==> src/rtl/aes_host_tx_pkg.sv <==
// aes_host_tx shared types: FSM states and word/byte geometry.
// Also used by the chip-side 8->32 input assembler.
package aes_host_tx_pkg;

  localparam int AES_BYTES_PER_WORD = 4;
  localparam int AES_WORD_W = 32;
  localparam int AES_BYTE_W = 8;

  typedef enum logic [1:0] {
    ST_IDLE = 2'd0,
    ST_SEND = 2'd1,
    ST_GAP  = 2'd2
  } state_e;

endpackage

==> src/rtl/aes_host_tx_if.sv <==
// aes_host_tx word port: 32-bit word with valid/ready handshake.
// master drives word/valid, slave returns ready.
interface aes_host_tx_if;
  import aes_host_tx_pkg::*;

  logic [AES_WORD_W-1:0] word_data;
  logic                  word_valid;
  logic                  word_ready;

  modport master (
    output word_data,
    output word_valid,
    input  word_ready
  );

  modport slave (
    input  word_data,
    input  word_valid,
    output word_ready
  );

endinterface

==> src/rtl/aes_host_tx_word_fifo.sv <==
// aes_word_fifo: DEPTH x W word FIFO, sync active-low reset.
// Full/empty come from an explicit occupancy count.
module aes_word_fifo #(
  parameter int DEPTH = 4,
  parameter int W     = 32,
  parameter int CW    = $clog2(DEPTH + 1)
) (
  input  logic          clk,
  input  logic          rst,
  input  logic          push_i,
  input  logic [W-1:0]  din_i,
  input  logic          pop_i,
  output logic [W-1:0]  dout_o,
  output logic          full_o,
  output logic          empty_o,
  output logic [CW-1:0] count_o
);

  localparam int AW = $clog2(DEPTH);

  logic [W-1:0]  mem_q [DEPTH];
  logic [AW-1:0] wr_ptr_q;
  logic [AW-1:0] rd_ptr_q;
  logic [CW-1:0] cnt_q;
  logic          do_push;
  logic          do_pop;

  assign full_o  = (cnt_q == CW'(DEPTH));
  assign empty_o = (cnt_q == '0);
  assign count_o = cnt_q;
  assign dout_o  = mem_q[rd_ptr_q];

  assign do_push = push_i & ~full_o;
  assign do_pop  = pop_i & ~empty_o;

  always_ff @(posedge clk) begin
    if (do_push) begin
      mem_q[wr_ptr_q] <= din_i;
    end
  end

  // power-of-two depth: pointers wrap naturally
  always_ff @(posedge clk) begin
    if (!rst) begin
      wr_ptr_q <= '0;
      rd_ptr_q <= '0;
      cnt_q    <= '0;
    end else begin
      if (do_push) begin
        wr_ptr_q <= wr_ptr_q + AW'(1);
      end
      if (do_pop) begin
        rd_ptr_q <= rd_ptr_q + AW'(1);
      end
      unique case ({do_push, do_pop})
        2'b10:   cnt_q <= cnt_q + CW'(1);
        2'b01:   cnt_q <= cnt_q - CW'(1);
        default: cnt_q <= cnt_q;
      endcase
    end
  end

endmodule

==> src/rtl/aes_host_tx.sv <==
// aes_host_tx: buffers 32-bit words, sends them MSB byte first on
// user_data/shi with a programmable gap. AES_HOST_TX_STATS_EN adds sent_cnt.
module aes_host_tx
  import aes_host_tx_pkg::*;
#(
  parameter int DEPTH = 4,
  parameter int GAP_W = 4
) (
  input  logic                  clk,
  input  logic                  rst,
  aes_host_tx_if.slave          wr,
  input  logic [GAP_W-1:0]      gap_cfg,
  output logic [AES_BYTE_W-1:0] user_data,
  output logic                  shi,
  output logic                  busy
`ifdef AES_HOST_TX_STATS_EN
  ,
  output logic [15:0]           sent_cnt
`endif
);

  localparam int CW = $clog2(DEPTH + 1);

  state_e                state_q, state_d;
  logic [AES_WORD_W-1:0] shreg_q, shreg_d;
  logic [2:0]            idx_q, idx_d;
  logic [GAP_W-1:0]      gap_lat_q, gap_lat_d;
  logic [GAP_W-1:0]      gap_cnt_q, gap_cnt_d;
  logic [AES_BYTE_W-1:0] ud_q, ud_d;
  logic                  shi_q, shi_d;

  logic                  pop;
  logic [AES_WORD_W-1:0] fifo_dout;
  logic                  fifo_full;
  logic                  fifo_empty;
  logic [CW-1:0]         fifo_cnt;

  aes_word_fifo #(
    .DEPTH (DEPTH),
    .W     (AES_WORD_W),
    .CW    (CW)
  ) u_fifo (
    .clk     (clk),
    .rst     (rst),
    .push_i  (wr.word_valid),
    .din_i   (wr.word_data),
    .pop_i   (pop),
    .dout_o  (fifo_dout),
    .full_o  (fifo_full),
    .empty_o (fifo_empty),
    .count_o (fifo_cnt)
  );

  assign wr.word_ready = ~fifo_full;
  assign busy = (fifo_cnt != '0) | (state_q != ST_IDLE);
  assign user_data = ud_q;
  assign shi = shi_q;

  always_comb begin
    state_d   = state_q;
    shreg_d   = shreg_q;
    idx_d     = idx_q;
    gap_lat_d = gap_lat_q;
    gap_cnt_d = gap_cnt_q;
    pop       = 1'b0;
    unique case (state_q)
      ST_IDLE: begin
        if (!fifo_empty) begin
          pop       = 1'b1;
          shreg_d   = fifo_dout;
          gap_lat_d = gap_cfg;
          idx_d     = 3'd0;
          state_d   = ST_SEND;
        end
      end
      ST_SEND: begin
        shreg_d = shreg_q << AES_BYTE_W;
        idx_d   = idx_q + 3'd1;
        if (gap_lat_q != '0) begin
          gap_cnt_d = gap_lat_q;
          state_d   = ST_GAP;
        end else if (idx_q == 3'd3) begin
          state_d = ST_IDLE;
        end
      end
      ST_GAP: begin
        if (gap_cnt_q == GAP_W'(1)) begin
          state_d = (idx_q < 3'd4) ? ST_SEND : ST_IDLE;
        end else begin
          gap_cnt_d = gap_cnt_q - GAP_W'(1);
        end
      end
      default: state_d = ST_IDLE;
    endcase
    // outputs registered from next state; byte held between strobes
    shi_d = (state_d == ST_SEND);
    ud_d  = shi_d ? shreg_d[AES_WORD_W-1 -: AES_BYTE_W] : ud_q;
  end

  always_ff @(posedge clk) begin
    if (!rst) begin
      state_q   <= ST_IDLE;
      shreg_q   <= '0;
      idx_q     <= '0;
      gap_lat_q <= '0;
      gap_cnt_q <= '0;
      ud_q      <= '0;
      shi_q     <= 1'b0;
    end else begin
      state_q   <= state_d;
      shreg_q   <= shreg_d;
      idx_q     <= idx_d;
      gap_lat_q <= gap_lat_d;
      gap_cnt_q <= gap_cnt_d;
      ud_q      <= ud_d;
      shi_q     <= shi_d;
    end
  end

`ifdef AES_HOST_TX_STATS_EN
  logic [15:0] sent_q;
  logic        last_byte;

  assign last_byte = shi_d & (idx_d == 3'd3);
  assign sent_cnt  = sent_q;

  always_ff @(posedge clk) begin
    if (!rst) begin
      sent_q <= '0;
    end else if (last_byte) begin
      sent_q <= sent_q + 16'd1;
    end
  end
`endif

endmodule

==> src/flat_wrapper.sv <==
// flat-port wrapper written by rule: the top's interface ports become plain ports
module aes_host_tx_flat import aes_host_tx_pkg::*;
#(
  parameter int DEPTH = 4,
  parameter int GAP_W = 4
)
  (clk, rst, gap_cfg, user_data, shi, busy, wr_word_data, wr_word_valid, wr_word_ready);
  aes_host_tx_if wr_i ();
  input  logic clk;
  input  logic rst;
  input  logic [GAP_W-1:0] gap_cfg;
  output logic [AES_BYTE_W-1:0] user_data;
  output logic shi;
  output logic busy;
  input wire logic [$bits(wr_i.word_data)-1:0] wr_word_data;
  input wire logic [$bits(wr_i.word_valid)-1:0] wr_word_valid;
  output wire logic [$bits(wr_i.word_ready)-1:0] wr_word_ready;
  assign wr_i.word_data = wr_word_data;
  assign wr_i.word_valid = wr_word_valid;
  assign wr_word_ready = wr_i.word_ready;
  aes_host_tx #(.DEPTH(DEPTH), .GAP_W(GAP_W)) u_core (.clk(clk), .rst(rst), .wr(wr_i), .gap_cfg(gap_cfg), .user_data(user_data), .shi(shi), .busy(busy));
endmodule
==> config.mk <==
export PLATFORM = sky130hd
export DESIGN_NAME = aes_host_tx_flat
export DESIGN_NICKNAME = d
export VERILOG_FILES = /design/src/rtl/aes_host_tx_pkg.sv /design/src/rtl/aes_host_tx_if.sv /design/src/rtl/aes_host_tx_word_fifo.sv /design/src/rtl/aes_host_tx.sv /design/src/flat_wrapper.sv
export SDC_FILE = /design/constraint.sdc
export NUM_CORES = 1
export LEC_CHECK = 0
export ABC_AREA = 0
export CAP_MARGIN = 20
export CORE_MARGIN = 3
export CORE_UTILIZATION = 55
export CTS_BUF_LIST = sky130_fd_sc_hd__clkbuf_8 sky130_fd_sc_hd__clkbuf_16
export DETAILED_ROUTE_END_ITERATION = 10
export PLACE_DENSITY_LB_ADDON = 0.1
export SYNTH_ARGS = -nofsm -noshare
export SYNTH_HDL_FRONTEND = slang
export SYNTH_HIERARCHICAL = 1
export SYNTH_SLANG_ARGS = --single-unit
==> constraint.sdc <==
create_clock -name clk -period 6.15 [get_ports clk]
set_input_delay 1.23 -clock clk [delete_from_list [all_inputs] [get_ports clk]]
set_output_delay 1.23 -clock clk [all_outputs]
set_load 0.02 [all_outputs]
==> results of run 1 <==
## report_power, final
| group | internal (W) | leakage [nW] | switching [W] |
|---|---|---|---|
| combinational | 0.000533 | 0.865 | 0.000669 |
| sequential | 0.00161 | 1.69 | 0.000113 |
| clock | 0.000596 | 0.284 | 0.000454 |
## worst register-to-register path: stages (launching register included)
cell	delay [ns]
dfxtp_1	0.44
nor3_2	0.13
or3_1	0.57
inv_1	0.46
nor2b_1	0.27
ha_1	0.22
inv_1	0.06
fa_1	0.38
xor2_1	0.15
or3_1	0.31
a21boi_1	0.14
## flip-flops by register name, summed over array words and instances, names as in the netlist, named ones only
| signal | flops |
|---|---|
| u_core/idx_q | 3 |
| u_core/u_fifo/rd_ptr_q | 2 |
| u_core/u_fifo/count_o | 3 |
| u_core/u_fifo/mem_q | 128 |
| u_core/shreg_q | 32 |
| u_core/gap_lat_q | 4 |
| u_core/user_data | 8 |
| u_core/state_q | 2 |
| u_core/shi | 1 |
| u_core/gap_cnt_q | 4 |
| u_core/u_fifo/wr_ptr_q | 2 |
## worst max-delay path by stage
stage | from | to | slack [ns] | cells after the start
final | u_core/state_q[1]$_SDFF_PN0_ | busy | 2.65 | 3
after global placement | wr_word_valid | u_core/u_fifo/count_o[2]$_SDFFE_PN0P_ | 3.01 | 9
after global routing | u_core/state_q[1]$_SDFF_PN0_ | busy | 2.47 | 3
after detailed placement | wr_word_valid | u_core/u_fifo/count_o[1]$_SDFFE_PN0P_ | 2.92 | 8
after floorplan | u_core/u_fifo/count_o[0]$_SDFFE_PN0P_ | u_core/u_fifo/count_o[2]$_SDFFE_PN0P_ | 3.29 | 13
after CTS | u_core/state_q[1]$_SDFF_PN0_ | busy | 2.65 | 3
## layout by cell type (no fill, tap or decap), drive strengths merged, types with 17 or more instances in the layout
cell / Yosys / final
a21oi: 35 / 35
clkbuf: 15 / 17
clkdlybuf4s50: 0 / 49
dfxtp: 63 / 63
edfxtp: 128 / 128
inv: 20 / 22
mux4: 32 / 32
nand2: 18 / 18
o21ai: 23 / 23
## per-layer routing
layer | vias up | wire length, um | global-route usage
li1 | 1887 | - | -
met1 | 1997 | 5750 | 0.259
met2 | 120 | 6690 | 0.314
met3 | 7 | 752 | 0.0487
met4 | 0 | 89 | 0.0609
met5 | - | 0 | 0
## logic make-up (layout without fill, tap and decap cells)
kind of cell               Yosys count  after routing  synth area share
AOI/OAI and AO/OA                  102            102            0.0861
xor gates and xnor gates             2              2           0.00238
adders and majority gates           10             10            0.0180
buffers and inverters               49            109            0.0338
DFF                                191            191             0.693
muxes                               42             42             0.114
and+or+nand+nor                     71             71            0.0527
## layout make-up
type | count | area [um2] | share of cell area
Multi-Input combinational cell | 227 | 2010 | 0.236
Clock buffer | 17 | 425 | 0.0499
Tap cell | 172 | 215 | 0.0252
Inverter | 22 | 82.6 | 0.00969
Clock inverter | 15 | 148 | 0.0173
Timing Repair Buffer | 55 | 536 | 0.0628
Sequential cell | 191 | 5110 | 0.599
## metrics by stage
step                      total power (W)  hold slack (ns)
after floorplan                   0.00266            0.421
after global placement            0.00291            0.435
after global routing              0.00419            0.479
after CTS                         0.00400            0.454
final                             0.00397            0.449
after detailed placement          0.00295            0.445
==> qor.csv, run 1 <==
metric,value,unit
status,completed,
initial antenna violation count,0,
Inst Count DP,667,
smallest setup slack after layout,2.65,ns
Crit Path Category,reg2out,
initial core utilization,0.572,
cell taking the most area after synthesis,edfxtp_1,
CP Cell Sequence,clkinv_1 > nand3_1 > clkdlybuf4s50_1,
async set-or-reset flop fraction in the synthesized netlist,0,
DR WL/cell,19.0,um
vias in the first global route,4059,
Worst Hold Path Cells,2,
top-count cell post-synth,edfxtp_1,
FF-to-FF Start,u_core/u_fifo/count_o[0]$_SDFFE_PN0P_,
synth cell count leaders,"edfxtp_1, dfxtp_1, a21oi_1",
# rows,41,
"flops & latches, synth",191,
Iter 0 DRT Violations,367,
largest net degree at the start of global routing,47,
gr usage total,0.193,
Yosys top cell area share,0.522,
die height,122,um
Final Max Tran Viols,0,
# DRC,0,
TritonCTS clock tree,yes,
post-CTS setup buffer count,0,
fin util,0.662,
element type at the critical path start,flop,
min Tclk post-route,3.50,ns
clock sinks,191,
RSZ-0062 raised after global routing,no,
Skew-Pair Late Insertion Delay,0.42,ns
crit share post-route,0.569,
final setup skew,0.00936,ns
setup violators final,0,
PwrDens,466,nW/um2
WL final,13.3,mm
Overflow after GRT,0,
Post-synth EDFFs,128,
Root Driver,clkbuf_16,
final-layout fill cell count,933,
post-CTS sizing,0,
"CTS clk-pin slew, worst paths",0.07,ns
# IOs,50,
via/cell ratio,5.74,
Finished Layout Cells,699,
hold path start,u_core/shreg_q[24]$_SDFF_PN0_,
"slowest stage cell, crit path",clkdlybuf4s50_1,
hpwl dp,8.22,mm
IO Port Bufs,49,
Top delay family on crit path,buffers and inverters,
Yosys cell types,48,
# H-tree levels,4,
DR pass1 iterations,4,
reg2reg path depth,10,
worst endpoint required time,4.92,ns
Die ar.,14800,um2
synthesized area,7360,um2
die width,122,um
layout cells sized above 1,0.171,
Slew @ Worst Pin,1.04,ns
Post-Place Setup Slack,2.92,ns
Nets,563,
Avg Inst Size Synth,15.8,um2
design area,8520,um2
CTS Buffer Depth,2,
placed inst area,7950,um2
Crit. End Element,output pin,
crit-path max cell delay,0.63,ns
Via Count,4011,
cts hold-fix bufs,0,
Core Region,12900,um2
slew margin rel.,0.305,
Synth warnings,6,
worst-path fanout max,17,
RePlAce Congestion,0.789,
setup_tns,0,ns
Buf/Inv on CP,2,
RR Endpoint,u_core/u_fifo/count_o[2]$_SDFFE_PN0P_,
Main synth FF type,edfxtp_1,
leakage,2.84,nW
CTS Buf Count,17,
Worst Path Arrival,2.27,ns
final hold viol count,0,
first-pass GRT wire length,21.4,mm
ANT cells,0,
Peak Freq,286,MHz
Cells after Synth,467,
post-synthesis sequential area ratio,0.693,
worst hold endpoint,u_core/shreg_q[24]$_SDFF_PN0_,
Routed Antenna Nets,0,
syn nets,516,
Hold WC Path Type,reg2reg,
r2r setup slk,2.95,ns
synth-to-layout area growth,15.7,%
# Max-Cap Violations,0,
Peak VDD IR,0.000227,V
synth top area cells,"edfxtp_1, dfxtp_1, mux4_2",
No activity file was read; power rests on OpenSTA's default activity.
==> run 2: changes to the inputs <==
==> constraint.sdc (replaced) <==
create_clock -name clk -period 3.5 [get_ports clk]
set_input_delay 0.7 -clock clk [delete_from_list [all_inputs] [get_ports clk]]
set_output_delay 0.7 -clock clk [all_outputs]
set_load 0.02 [all_outputs]
==> run 2 against run 1 <==
  * Cell count rose by 0.72%
  * Clock-buffer cell count did not move
  * Die area did not move
  * Global-route usage is essentially flat
  * Non-clock buffer count increased by 5
  * Sequential power increased by 79%
  * Clock power up 75%
  * Register-to-register slack got worse by 2.4 ns
  * Largest cell class unchanged
==> qor.csv, run 2 (same netlist as run 1, synthesis figures left out) <==
metric,value,unit
max reg flops,128,
DR pass1 iterations,5,
final hold viol count,0,
die height,122,um
hold path start,u_core/shreg_q[29]$_SDFF_PN0_,
Peak VDD IR,0.000414,V
Via Count,4016,
CTS Buf Count,17,
final-layout fill cell count,912,
Skew-Pair Late Insertion Delay,0.43,ns
die width,122,um
Finished Layout Cells,704,
Peak Freq,332,MHz
element type at the critical path start,flop,
CP Cell Sequence,clkinv_1 > nand3_1 > clkdlybuf4s50_1,
Iter 0 DRT Violations,282,
# DRC,0,
WL final,13.4,mm
crit share post-route,0.860,
Nets,568,
setup violators final,0,
"CTS clk-pin slew, worst paths",0.07,ns
TritonCTS clock tree,yes,
Hold WC Path Type,reg2reg,
status,completed,
cts hold-fix bufs,0,
Worst Path Arrival,2.31,ns
CP Launch Point,u_core/state_q[1]$_SDFF_PN0_,
initial antenna violation count,0,
worst-path fanout max,17,
crit-path max cell delay,0.63,ns
Slew @ Worst Pin,0.788,ns
setup_tns,0,ns
post-CTS sizing,0,
worst endpoint required time,2.80,ns
vias in the first global route,3975,
# IOs,50,
ANT cells,0,
largest net degree at the start of global routing,33,
Root Driver,clkbuf_16,
Top Metal Used,met4,
hpwl dp,8.39,mm
final setup skew,0.0103,ns
leakage,2.87,nW
synth-to-layout area growth,16.2,%
FF-to-FF Start,u_core/u_fifo/count_o[0]$_SDFFE_PN0P_,
Hold Slack,0.458,ns
Die ar.,14800,um2
# rows,41,
CTS Buffer Depth,2,
Routed Antenna Nets,0,
"commonest non-fill, non-tap cell in the layout",edfxtp_1,
"slowest stage cell, crit path",clkdlybuf4s50_1,
WL met3,610,um
Post-Route M1 WL,5.82,mm
PwrDens,824,nW/um2
clock sinks,191,
first-pass GRT wire length,21.3,mm
# H-tree levels,4,
placed inst area,7980,um2
most frequent cells in the layout,"edfxtp_1, dfxtp_1, clkdlybuf4s50_1",
Crit Path Category,reg2out,
metal2 WL,6.91,mm
Inst Count DP,671,
Core Region,12900,um2
RePlAce Congestion,0.806,
gr usage total,0.193,
DR WL/cell,19.1,um
IO Port Bufs,49,
# Max-Cap Violations,0,
Final Max Tran Viols,0,
via/cell ratio,5.70,
design area,8560,um2
slew margin rel.,0.475,
Overflow after GRT,0,
layout cells sized above 1,0.173,
Top reg by flops,u_core/u_fifo/mem_q,
post-CTS setup buffer count,0,
min Tclk post-route,3.01,ns
Crit. End Element,output pin,
initial core utilization,0.572,
RSZ-0062 raised after global routing,no,
run 2: changes by cell type in the layout (fill, tap and decap cells not counted):
cell	previous run	this run
buf_4	6	11
clkinv_2	5	3
clkinv_1	2	3
clkinvlp_4	2	1
dfxtp_1	61	62
dfxtp_2	2	1
inv_1	20	21
inv_6	1	2
run 2: cell type report:
cell class | instances | area [um2] | area share
clock buffer | 17 | 425 | 0.0497
clock inverter | 15 | 146 | 0.0171
inverter | 22 | 82.6 | 0.00965
multi-input combinational | 227 | 2010 | 0.235
sequential | 191 | 5110 | 0.597
tap | 172 | 215 | 0.0251
timing repair buffer | 60 | 573 | 0.0669
run 2: worst max-delay path: cells and delay by family, from the launching register on:
| kind | cells | cell delay (ns) |
|---|---|---|
| buf+inv | 2 | 1.10 |
| simple gates | 1 | 0.31 |
| flops | 1 | 0.47 |
run 2: path summary, 6_finish.rpt:
kind | to | slack, ns | depth (start not counted)
setup / recovery | busy | 0.49 | 3
hold reg to reg | u_core/shreg_q[29]$_SDFF_PN0_ | 0.46 | 2
setup reg to reg | u_core/u_fifo/count_o[2]$_SDFFE_PN0P_ | 0.60 | 10
hold / removal | u_core/shreg_q[29]$_SDFF_PN0_ | 0.46 | 2
run 2: report_power, final:
part           switching [W]  internal, W  leakage [nW]  total [W]
logic                0.00116     0.000976         0.890    0.00214
registers           0.000254      0.00282          1.69    0.00308
clock network       0.000797      0.00105         0.287    0.00184
run 2: layer usage:
metal,vias to the layer above,GRT usage
li1,1897,-
met1,2011,0.263
met2,99,0.311
met3,9,0.0492
met4,0,0.0567
met5,-,0
run 2: per-stage QoR:
step           setup WS, ns  total power [W]  utilization
6_report              0.489          0.00706        0.665
5_1_grt               0.333          0.00743        0.665
4_1_cts               0.522          0.00709        0.664
3_5_place_dp          0.623          0.00523        0.620
3_3_place_gp          0.803          0.00516        0.620
2_1_floorplan         0.643          0.00467            -
